<file path="config.mk">
export PLATFORM = sky130hd
export DESIGN_NAME = ste_debounce_mc_flat
export DESIGN_NICKNAME = d
export VERILOG_FILES = /design/src/rtl/ste_debounce_pkg.sv /design/src/rtl/ste_debounce_mc_if.sv /design/src/rtl/ste_debounce_ch.sv /design/src/rtl/ste_debounce_mc.sv /design/src/flat_wrapper.sv
export SDC_FILE = /design/constraint.sdc
export NUM_CORES = 1
export LEC_CHECK = 0
export ABC_AREA = 0
export ABC_CLOCK_PERIOD_IN_PS = 1700
export CAP_MARGIN = 20
export CORE_MARGIN = 2
export CORE_UTILIZATION = 30
export DETAILED_ROUTE_END_ITERATION = 7
export GPL_TIMING_DRIVEN = 0
export MAX_ROUTING_LAYER = met4
export PLACE_DENSITY_LB_ADDON = 0.3
export SLEW_MARGIN = 10
export SYNTH_ARGS = -nofsm -noshare
export SYNTH_HDL_FRONTEND = slang
export SYNTH_SLANG_ARGS = --single-unit
export TNS_END_PERCENT = 10
</file>
<file path="constraint.sdc">
create_clock -name clk -period 1.7 [get_ports clk]
set_input_delay 0.34 -clock clk [delete_from_list [all_inputs] [get_ports clk]]
set_output_delay 0.34 -clock clk [all_outputs]
set_load 0.005 [all_outputs]
</file>
<file path="src/rtl/ste_debounce_pkg.sv">
// Shared types for the multi-channel debouncer.
// The FSM encoding is fixed so that state dumps read the same across tools.
package ste_debounce_pkg;

    typedef enum logic [1:0] {
        ZERO = 2'd0,
        RISE = 2'd1,
        ONE  = 2'd2,
        FALL = 2'd3
    } deb_fsm_t;

endpackage

</file>
<file path="src/rtl/ste_debounce_mc_if.sv">
// Input/output bundle of the multi-channel debouncer.
// The application side drives the master modport; the debouncer is the slave.
interface ste_debounce_mc_if #(
    parameter int N_CH    = 4,
    parameter int CNT_W   = 4,
    parameter int PRESC_W = 8
);

    logic [N_CH-1:0]    din_i;
    logic [PRESC_W-1:0] presc_i;
    logic [CNT_W-1:0]   deb_rise_i;
    logic [CNT_W-1:0]   deb_fall_i;
    logic [N_CH-1:0]    dout_o;
    logic [N_CH-1:0]    rise_o;
    logic [N_CH-1:0]    fall_o;

    modport master (
        output din_i, presc_i, deb_rise_i, deb_fall_i,
        input  dout_o, rise_o, fall_o
    );

    modport slave (
        input  din_i, presc_i, deb_rise_i, deb_fall_i,
        output dout_o, rise_o, fall_o
    );

endinterface

</file>
<file path="src/rtl/ste_debounce_ch.sv">
// One debounce channel: optional synchroniser, 4-state FSM with tick-gated
// down-counter, registered level and one-cycle rise/fall pulses.
module ste_debounce_ch
    import ste_debounce_pkg::*;
#(
    parameter int SYNC  = 2,
    parameter int CNT_W = 4
) (
    input  logic             clk,
    input  logic             reset_i,
    input  logic             din,
    input  logic             tick,
    input  logic [CNT_W-1:0] deb_rise,
    input  logic [CNT_W-1:0] deb_fall,
    output logic             dout,
    output logic             rise,
    output logic             fall
);

    logic             ds;
    deb_fsm_t         state_q, state_d;
    logic [CNT_W-1:0] cnt_q, cnt_d;
    logic             dout_q, dout_d;
    logic             rise_q, fall_q;

    generate
        if (SYNC == 0) begin : g_nosync
            assign ds = din;
        end else begin : g_sync
            logic [SYNC-1:0] sync_q;

            // NOTE: synchroniser flops are reset too, so a pad held high through reset is seen as a fresh 0->1 edge.
            always_ff @(posedge clk or posedge reset_i) begin
                if (reset_i) begin
                    sync_q <= '0;
                end else begin
                    sync_q[0] <= din;
                    for (int i = 1; i < SYNC; i++) begin
                        sync_q[i] <= sync_q[i-1];
                    end
                end
            end

            assign ds = sync_q[SYNC-1];
        end
    endgenerate

    // NOTE: every always_comb output gets its hold value first, so no path can infer a latch.
    always_comb begin
        state_d = state_q;
        cnt_d   = cnt_q;
        dout_d  = dout_q;
        case (state_q)
            ZERO: begin
                if (ds) begin
                    cnt_d   = deb_rise;
                    state_d = RISE;
                end
            end
            RISE: begin
                if (!ds) begin
                    state_d = ZERO;
                end else if (cnt_q == '0) begin
                    dout_d  = 1'b1;
                    state_d = ONE;
                end else if (tick) begin
                    cnt_d = cnt_q - 1'b1;
                end
            end
            ONE: begin
                if (!ds) begin
                    cnt_d   = deb_fall;
                    state_d = FALL;
                end
            end
            FALL: begin
                if (ds) begin
                    state_d = ONE;
                end else if (cnt_q == '0) begin
                    dout_d  = 1'b0;
                    state_d = ZERO;
                end else if (tick) begin
                    cnt_d = cnt_q - 1'b1;
                end
            end
            default: begin
                state_d = ZERO;
            end
        endcase
    end

    // NOTE: state is updated with non-blocking assignments so all flops sample pre-edge values.
    always_ff @(posedge clk or posedge reset_i) begin
        if (reset_i) begin
            state_q <= ZERO;
            cnt_q   <= '0;
            dout_q  <= 1'b0;
            rise_q  <= 1'b0;
            fall_q  <= 1'b0;
        end else begin
            state_q <= state_d;
            cnt_q   <= cnt_d;
            dout_q  <= dout_d;
            rise_q  <= dout_d & ~dout_q;
            fall_q  <= ~dout_d & dout_q;
        end
    end

    assign dout = dout_q;
    assign rise = rise_q;
    assign fall = fall_q;

endmodule

</file>
<file path="src/rtl/ste_debounce_mc.sv">
// Multi-channel debouncer top: shared tick prescaler feeding N_CH
// independent debounce channels.
module ste_debounce_mc #(
    parameter int N_CH    = 4,
    parameter int SYNC    = 2,
    parameter int CNT_W   = 4,
    parameter int PRESC_W = 8
) (
    input  logic              clk,
    input  logic              reset_i,
    ste_debounce_mc_if.slave  bus
);

    logic [PRESC_W-1:0] presc_cnt;
    logic               tick;
    logic [N_CH-1:0]    dout;
    logic [N_CH-1:0]    rise;
    logic [N_CH-1:0]    fall;

    // Reload value is only looked at on wrap, so presc_i changes apply at the next period.
    always_ff @(posedge clk or posedge reset_i) begin
        if (reset_i) begin
            presc_cnt <= '0;
        end else if (presc_cnt == '0) begin
            presc_cnt <= bus.presc_i;
        end else begin
            presc_cnt <= presc_cnt - 1'b1;
        end
    end

    assign tick = (presc_cnt == '0);

    generate
        for (genvar n = 0; n < N_CH; n++) begin : g_ch
            ste_debounce_ch #(
                .SYNC  (SYNC),
                .CNT_W (CNT_W)
            ) u_ch (
                .clk      (clk),
                .reset_i  (reset_i),
                .din      (bus.din_i[n]),
                .tick     (tick),
                .deb_rise (bus.deb_rise_i),
                .deb_fall (bus.deb_fall_i),
                .dout     (dout[n]),
                .rise     (rise[n]),
                .fall     (fall[n])
            );
        end
    endgenerate

    assign bus.dout_o = dout;
    assign bus.rise_o = rise;
    assign bus.fall_o = fall;

endmodule
</file>
<file path="src/flat_wrapper.sv">
// flat-port wrapper written by rule: the top's interface ports become plain ports
module ste_debounce_mc_flat 
#(
    parameter int N_CH    = 4,
    parameter int SYNC    = 2,
    parameter int CNT_W   = 4,
    parameter int PRESC_W = 8
)
  (clk, reset_i, bus_din_i, bus_presc_i, bus_deb_rise_i, bus_deb_fall_i, bus_dout_o, bus_rise_o, bus_fall_o);
  ste_debounce_mc_if #(.N_CH(N_CH), .CNT_W(CNT_W), .PRESC_W(PRESC_W)) bus_i ();
  input  logic clk;
  input  logic reset_i;
  input wire logic [$bits(bus_i.din_i)-1:0] bus_din_i;
  input wire logic [$bits(bus_i.presc_i)-1:0] bus_presc_i;
  input wire logic [$bits(bus_i.deb_rise_i)-1:0] bus_deb_rise_i;
  input wire logic [$bits(bus_i.deb_fall_i)-1:0] bus_deb_fall_i;
  output wire logic [$bits(bus_i.dout_o)-1:0] bus_dout_o;
  output wire logic [$bits(bus_i.rise_o)-1:0] bus_rise_o;
  output wire logic [$bits(bus_i.fall_o)-1:0] bus_fall_o;
  assign bus_i.din_i = bus_din_i;
  assign bus_i.presc_i = bus_presc_i;
  assign bus_i.deb_rise_i = bus_deb_rise_i;
  assign bus_i.deb_fall_i = bus_deb_fall_i;
  assign bus_dout_o = bus_i.dout_o;
  assign bus_rise_o = bus_i.rise_o;
  assign bus_fall_o = bus_i.fall_o;
  ste_debounce_mc #(.N_CH(N_CH), .SYNC(SYNC), .CNT_W(CNT_W), .PRESC_W(PRESC_W)) u_core (.clk(clk), .reset_i(reset_i), .bus(bus_i));
endmodule
</file>
==> metrics.md, run 1 <==
| Metric | Value |
|---|---|
| Row cnt | 35 |
| Final RePlAce weighted congestion | 0.8503 |
| Crit Reg-Reg Endpoint | u_core.presc_cnt[7]$_DFF_PP0_ |
| Startpoint type of the worst setup path | flop |
| Sw frac | 39.90% |
| Crit path max-delay cell type | or4_4 |
| Sw power | 2157 uW |
| Clk pin slew, worst setup/hold paths | 100 ps |
| Fin. Hold Viols | 0 |
| DRT antenna net count | 0 |
| Post-Route WL | 6.250 mm |
| Top_reg_cell synth | dfrtp_1 |
| CP peak stage delay | 530 ps |
| IO Port Bufs | 33 |
| Post-synth top area share | 46.53% |
| Seq/Total Area, Yosys | 46.53% |
| Syn. warnings | 0 |
| Fill cell count | 908 |
| Dominant cells by area after synthesis | dfrtp_1 (47%), ha_1 (4.5%), mux2i_1 (3.9%) |
| Syn_area_per_cell | 9.847 sq um |
| Crit-path cells | or4_4, or4_4, a211o_1 |
| Crit-path max FO | 5 |
| Ys async rst share | 100.0% |
| CP arrival | 2010 ps |
| Fraction of layout cells with a size suffix above 1 | 18.62% |
| Clock power frac | 16.1% |
| IO Pins | 34 |
| Min-Delay Path Class | reg -> reg |
| Largest net degree at the start of global routing | 29 |
| Area grow syn2layout | 27.25% |
| Pleak | 0.001528 uW |
| Core Area | 0.009153 sq mm |
| Largest area contributor in the netlist | dfrtp_1 |
| Fin. max-slew vios | 0 |
| Reg2Reg Setup Slack | -110 ps |
| Hold buffers post-CTS | 0 |
| Routed len/inst | 14.08 um |
| Number of distinct library cells after synthesis | 44 |
| Finished Layout Cells | 444 |
| Setup crit end | u_core.presc_cnt[7]$_DFF_PP0_ |
| Num CTS Buffers | 5 |
| Failing checks | negative setup slack |
| Drt via density | 5.023 |
| Syn_nets | 316 |
| Starting Density | 30.55% |
| Unrepaired setup endpoints after global routing | yes |
| Outcome | complete, but fails checks |
| Tot GR Track Use | 13.71% |
| Vias in the first global route | 2233 |
| Fmax | 0.5526 GHz |
| Most used cell, CP | or4_4 |
| Worst r2r path cells | 3 |
| Worst Setup Slack, final | -109.6 ps |
| Inserted Diodes | 0 |
| Minimum clock period | 1810 ps |
| First-pass GRT wire length | 10.72 mm |
| CP Class | reg -> reg |
| Comb power frac | 45.6% |
| Required @ worst endpoint | 1900 ps |
| Final setup skew | 10.83 ps |
| Setup TNS | -207.5 ps |
| Synthesized flop and latch total | 52 |
| IR drop worst, VDD | 437.1 uV |
| Residual DRC | 0 |
| Final Cycle Share | 106.4% |
| Worst setup path start | u_core.presc_cnt[2]$_DFF_PP0_ |
| Initial antenna violation count | 0 |
| R2R Path Start | u_core.presc_cnt[2]$_DFF_PP0_ |
| Drt pass-1 iters | 4 |
| CTS sink cnt | 52 |
| Crit end category | flop |
| CTS root buf | clkbuf_8 |
| Synth Cell Area | 0.002796 sq mm |
| HPWL Detailed | 4.412 mm |
| H-tree levels | 2 |
| Clock buffer depth | 2 |
| Least-Margin Pin Slew | 580.2 ps |
| Via Count | 2230 |
| GRT overflow | 0 |
| Int Power | 3249 uW |
| Die Span Y | 100.5 um |
| Worst slack, placed | -516.1 ps |
| CTS tree | built |
| Die width | 100.5 um |
| Syn Inst Count | 284 |
| Max Cap Viol | 0 |
| Final setup vio count | 7 |
| Flop pwr share | 38.3% |
| Worst skew pair latency | 310 ps |
| Nets@finish | 364 |
| Pwr Density | 1519 mW/mm^2 |
| Slew headroom | 61.26% |
| Dpl cells | 429 |
| Die Footprint | 0.01011 sq mm |
| DRT iter0 DRCs | 130 |
| Post-synth EDFFs | 0 |
-- state kept, by name, summed over array words and instances (netlist names), named ones only --
signal / cells
u_core.g_ch.u_ch.fall: 4
u_core.g_ch.u_ch.cnt_q: 16
u_core.presc_cnt: 8
u_core.g_ch.u_ch.dout: 4
u_core.g_ch.u_ch.state_q: 4
u_core.g_ch.u_ch.g_sync.sync_q: 8
u_core.g_ch.u_ch.rise: 4
-- critical path, delay by kind of cell (launching register included) --
family	cells	cell delay [ps]
AND/OR/NAND/NOR	2	960
AO/OA/AOI/OAI	1	280
flip-flops	1	460
-- power groups by stage --
stage | registers (uW) | logic [uW] | clock network (uW)
after floorplan | 1950 | 1740 | 0
after global placement | 2030 | 2130 | 0
after detailed placement | 2060 | 2190 | 0
after CTS | 2060 | 2390 | 888
after global routing | 2130 | 2780 | 945
final | 2070 | 2470 | 873
-- worst min path at each step --
stage,endpoint,cells past startpoint,slack [ps],from
6_report,u_core.g_ch[1].u_ch.g_sync.sync_q[1]$_DFF_PP0_,0,360,u_core.g_ch[1].u_ch.g_sync.sync_q[0]$_DFF_PP0_
5_1_grt,u_core.g_ch[3].u_ch.g_sync.sync_q[1]$_DFF_PP0_,0,370,u_core.g_ch[3].u_ch.g_sync.sync_q[0]$_DFF_PP0_
4_1_cts,u_core.g_ch[2].u_ch.g_sync.sync_q[1]$_DFF_PP0_,0,360,u_core.g_ch[2].u_ch.g_sync.sync_q[0]$_DFF_PP0_
3_5_place_dp,u_core.g_ch[2].u_ch.g_sync.sync_q[1]$_DFF_PP0_,0,340,u_core.g_ch[2].u_ch.g_sync.sync_q[0]$_DFF_PP0_
3_3_place_gp,u_core.g_ch[3].u_ch.g_sync.sync_q[1]$_DFF_PP0_,0,330,u_core.g_ch[3].u_ch.g_sync.sync_q[0]$_DFF_PP0_
2_1_floorplan,u_core.g_ch[0].u_ch.g_sync.sync_q[1]$_DFF_PP0_,0,330,u_core.g_ch[0].u_ch.g_sync.sync_q[0]$_DFF_PP0_
-- layout make-up --
type | count | area, sq um | area share (%)
clock inverters | 2 | 35.03 | 0.9845
clock buffers | 6 | 72.57 | 2.039
repair buffers | 42 | 407.9 | 11.46
multi-input cells | 194 | 1399 | 39.31
well taps | 111 | 138.9 | 3.903
inverters | 13 | 48.80 | 1.371
plain buffers | 24 | 152.6 | 4.290
flip-flops and latches | 52 | 1304 | 36.64
-- metrics by stage --
| step | power, uW | util, % | instance area [sq um] | hold slack [ps] |
|---|---|---|---|---|
| 2_1_floorplan | 3693 | - | 2808 | 331.2 |
| 3_3_place_gp | 4167 | 35.80 | 3277 | 333.6 |
| 3_5_place_dp | 4247 | 36.02 | 3297 | 335.8 |
| 4_1_cts | 5331 | 38.50 | 3523 | 358.0 |
| 5_1_grt | 5854 | 38.88 | 3558 | 369.7 |
| 6_report | 5407 | 38.88 | 3558 | 356.7 |
-- metal layers --
layer,vias up,part of all wire (%),GRT usage (%)
met5,-,0,-
met4,0,1.3,3.793
met3,10,3.4,2.427
met2,46,47,21.73
met1,1072,48,18.13
li1,1102,-,-
-- kinds of logic (layout without fill, tap and decap cells) --
family          after synthesis  in the layout  share of synthesized area [%]
compound gates               66             66                          15.35
xor+xnor                      8              8                          2.506
fa+ha+maj                    10             10                          4.474
buf+inv                      38             87                          6.980
flops                        52             52                          46.53
mux                          15             15                          5.548
simple gates                 95             95                          18.61
-- cells in the mapped netlist (4+ instances only) --
master	number
nor4bb_1	4
a221oi_1	5
a31oi_1	10
nand2_1	29
inv_1	13
mux2i_1	11
clkbuf_1	8
ha_1	10
a21oi_1	14
nor3_1	13
nor2_1	14
xor2_1	5
nor2b_1	8
buf_4	13
nand4bb_1	4
a211oi_1	4
nand3_1	6
o21ai_0	17
dfrtp_1	52
mux2_2	4
-- layout by cell type, fill, tap and decap left out, drive strengths merged, types with 2 or more instances in the layout --
| master | instances |
|---|---|
| a211o | 2 |
| a211oi | 4 |
| a21oi | 14 |
| a221oi | 5 |
| a2bb2oi | 2 |
| a31oi | 10 |
| a41o | 3 |
| and2 | 3 |
| buf | 30 |
| clkbuf | 13 |
| clkdlybuf4s50 | 29 |
| dfrtp | 52 |
| ha | 10 |
| inv | 13 |
| mux2 | 4 |
| mux2i | 11 |
| nand2 | 30 |
| nand3 | 6 |
| nand4 | 3 |
| nand4bb | 4 |
| nor2 | 15 |
| nor2b | 8 |
| nor3 | 13 |
| nor4bb | 4 |
| o211ai | 2 |
| o21ai | 17 |
| o22a | 2 |
| or3b | 2 |
| or4 | 3 |
| xnor2 | 3 |
| xor2 | 5 |
-- timing repair --
action,CTS,global route
endpoints found under the setup margin,24,24
resized for setup,14,17
pin swaps,3,4
setup buffers,8,0
Power figures use the tool's default switching activity.
==> run 2, diff against run 1 <==
Settings changed: GPL_ROUTABILITY_DRIVEN set to 0.
==> metrics.md, run 2 (synthesis results as in run 1) <==
| Metric | Value |
|---|---|
| Outcome | complete, but fails checks |
| Failing checks | negative setup slack |
| Min-Delay Path Class | reg -> reg |
| Pwr Density | 1535 mW/mm^2 (+1.0%) |
| DRT antenna net count | 0 (unchanged) |
| Num CTS Buffers | 5 (unchanged) |
| Minimum clock period | 1823 ps (+13.09 ps) |
| Startpoint type of the worst setup path | flop |
| CP peak stage delay | 540 ps (about the same) |
| DRT iter0 DRCs | 110 (-15%) |
| Finished Layout Cells | 443 (-0.23%) |
| GRT overflow | 0 (unchanged) |
| Worst Setup Slack, final | -122.7 ps (-13.09 ps) |
| Required @ worst endpoint | 1900 ps (about the same) |
| CP arrival | 2020 ps (about the same) |
| Bufs and invs on worst path | 0 (unchanged) |
| Starting Density | 30.55% (unchanged) |
| Fraction of layout cells with a size suffix above 1 | 19.28% (+0.66 points) |
| Largest reg by FF count | u_core.g_ch.u_ch.cnt_q |
| WHS Endpoint | u_core.g_ch[2].u_ch.g_sync.sync_q[1]$_DFF_PP0_ |
| Crit Reg-Reg Endpoint | u_core.presc_cnt[7]$_DFF_PP0_ |
| Residual DRC | 0 (unchanged) |
| Flop pwr share | 37.8% (-0.5 points) |
| Routed len/inst | 13.70 um (-2.7%) |
| Least-Margin Pin Slew | 530.9 ps (-49.32 ps) |
| Dpl cell area | 0.003297 sq mm (unchanged) |
| Largest net degree at the start of global routing | 31 (+6.9%) |
| Tot GR Track Use | 13.19% (-0.52 points) |
| Clk pin slew, worst setup/hold paths | 100 ps (about the same) |
| Fin. Hold Viols | 0 (unchanged) |
| CTS tree | built |
| Die width | 100.5 um (unchanged) |
| WHS Path Cells | 0 (unchanged) |
| Worst r2r path cells | 3 (unchanged) |
| Row cnt | 35 (unchanged) |
| IO Pins | 34 (unchanged) |
| CTS sink cnt | 52 (unchanged) |
| Vias in the first global route | 2211 (-0.99%) |
| IR drop worst, VDD | 442.7 uV (+1.3%) |
| Fmax | 0.5486 GHz (-0.72%) |
| Clock power frac | 18.2% (+2.1 points) |
| IO Port Bufs | 33 (unchanged) |
| Clock buffer depth | 2 (unchanged) |
| Hold path start | u_core.g_ch[2].u_ch.g_sync.sync_q[0]$_DFF_PP0_ |
| Worst skew pair latency | 310 ps (about the same) |
| HPWL Detailed | 4.315 mm (-2.2%) |
| Core Area | 0.009153 sq mm (unchanged) |
| Dpl cells | 429 (unchanged) |
| CTS root buf | clkbuf_8 |
| Area grow syn2layout | 27.38% |
| Drt via density | 5.018 (about the same) |
| Tot Pwr | 5467 uW (+1.1%) |
| Crit-path max FO | 6 (+1) |
| Post-route cell area | 0.003562 sq mm (+0.11%) |
| Fin. max-slew vios | 0 (unchanged) |
| Crit path max-delay cell type | or4_4 |
| Initial antenna violation count | 0 (unchanged) |
| Pleak | 0.001538 uW (+0.64%) |
| Die Span Y | 100.5 um (unchanged) |
| H-tree levels | 2 (unchanged) |
| Via Count | 2223 (-0.31%) |
| Comb power frac | 43.9% (-1.7 points) |
| Final setup skew | 10.98 ps (+0.1487 ps) |
| Reg2Reg Setup Slack | -120 ps (about the same) |
| Final Cycle Share | 107.2% (+0.77 points) |
| Final setup vio count | 9 (+2) |
| Crit end category | flop |
| Max Cap Viol | 0 (unchanged) |
| Die Footprint | 0.01011 sq mm (unchanged) |
| Sw power | 2100 uW (-2.7%) |
| Crit-path cells | or4_4, or4_4, a211o_1 |
| Inserted Diodes | 0 (unchanged) |
| Nets@finish | 364 (unchanged) |
| Unrepaired setup endpoints after global routing | yes |
| Most frequent cells in the layout | dfrtp_1 (49), nand2_1 (29), clkdlybuf4s50_1 (29), buf_4 (22), o21ai_0 (15) |
| CP Class | reg -> reg |
| Most used cell, CP | or4_4 |
| Largest register FFs | 16 (unchanged) |
| Drt pass-1 iters | 4 (unchanged) |
| Largest registers | u_core.g_ch.u_ch.cnt_q x16, u_core.g_ch.u_ch.g_sync.sync_q x8, u_core.presc_cnt x8 |
| First-pass GRT wire length | 10.44 mm (-2.6%) |
| R2R Path Start | u_core.presc_cnt[2]$_DFF_PP0_ |
| Crit-path leading delay family | simple AND/OR/NAND/NOR gates |
| Post-Route WL | 6.070 mm (-2.9%) |
| Commonest non-fill, non-tap cell in the layout | dfrtp_1 |
| Worst slack, placed | -514.2 ps (+1.964 ps) |
| Hold buffers post-CTS | 0 (unchanged) |
| Sw frac | 38.42% (-1.5 points) |
| Slew headroom | 64.56% (+3.3 points) |
| Int Power | 3367 uW (+3.6%) |
run 2: changes by cell type in the layout (fill, tap and decap cells not counted), sizes merged:
cell	delta
clkinv	-1
clkbuf	-1
bufinv	+1
run 2: worst max path at each step:
stage                                               endpoint  depth (start not counted)  slack, ps                          start
detailed placement  u_core.g_ch[1].u_ch.cnt_q[0]$_DFFE_PP0P_                          5       -510  u_core.presc_cnt[2]$_DFF_PP0_
finish                         u_core.presc_cnt[7]$_DFF_PP0_                          3       -120  u_core.presc_cnt[2]$_DFF_PP0_
floorplan                      u_core.presc_cnt[7]$_DFF_PP0_                          3        -60  u_core.presc_cnt[2]$_DFF_PP0_
global route                   u_core.presc_cnt[7]$_DFF_PP0_                          3       -160  u_core.presc_cnt[2]$_DFF_PP0_
CTS                            u_core.presc_cnt[7]$_DFF_PP0_                          3       -120  u_core.presc_cnt[2]$_DFF_PP0_
global placement          u_core.g_ch[0].u_ch.rise$_DFF_PP0_                          2      -1030                        reset_i
run 2: timing repair:
action | CTS | global route
gates resized for setup | 21 | 10
buffers inserted | 8 | 0
pin swaps | 9 | 6
cloned | 0 | 0
endpoints found under the setup margin | 25 | 19
run 2: final cells by class:
cell class              count  area, sq um
inverters                  13        48.80
well taps                 111        138.9
clock inverters             2        60.06
fillers                   897         5590
multi-input cells         194         1378
plain buffers              24        155.1
clock buffers               5        68.82
repair buffers             42        407.9
flip-flops and latches     52         1305
run 2: worst register-to-register path: stages, from the launching register on:
cell and delay, ps:
dfrtp_2 480, or4_4 540, or4_4 430, a211o_1 270
run 2: power groups by stage:
| stage | registers (uW) | clock network, uW | logic [uW] |
|---|---|---|---|
| after floorplan | 1950 | 0 | 1740 |
| after global placement | 2030 | 0 | 2130 |
| final | 2070 | 997 | 2400 |
| after global routing | 2140 | 1080 | 2700 |
| after detailed placement | 2050 | 0 | 2180 |
| after CTS | 2070 | 1030 | 2360 |
run 2: per-stage QoR:
| stage | setup TNS, ps | hold slack, ps | util, % |
|---|---|---|---|
| 6_report | -329.6 | 358.3 | 38.92 |
| 5_1_grt | -1007 | 372.5 | 38.92 |
| 4_1_cts | -255.9 | 361.1 | 38.87 |
| 3_5_place_dp | -6466 | 340.4 | 36.02 |
| 3_3_place_gp | -60030 | 333.9 | 35.80 |
| 2_1_floorplan | -147.6 | 331.2 | - |
run 2: metal layers:
| layer | track usage [%] | vias up | part of all wire (%) |
|---|---|---|---|
| li1 | - | 1100 | - |
| met1 | 17.06 | 1065 | 48 |
| met2 | 21.37 | 49 | 47 |
| met3 | 2.219 | 9 | 4.1 |
| met4 | 3.793 | 0 | 1.2 |
| met5 | - | - | 0 |
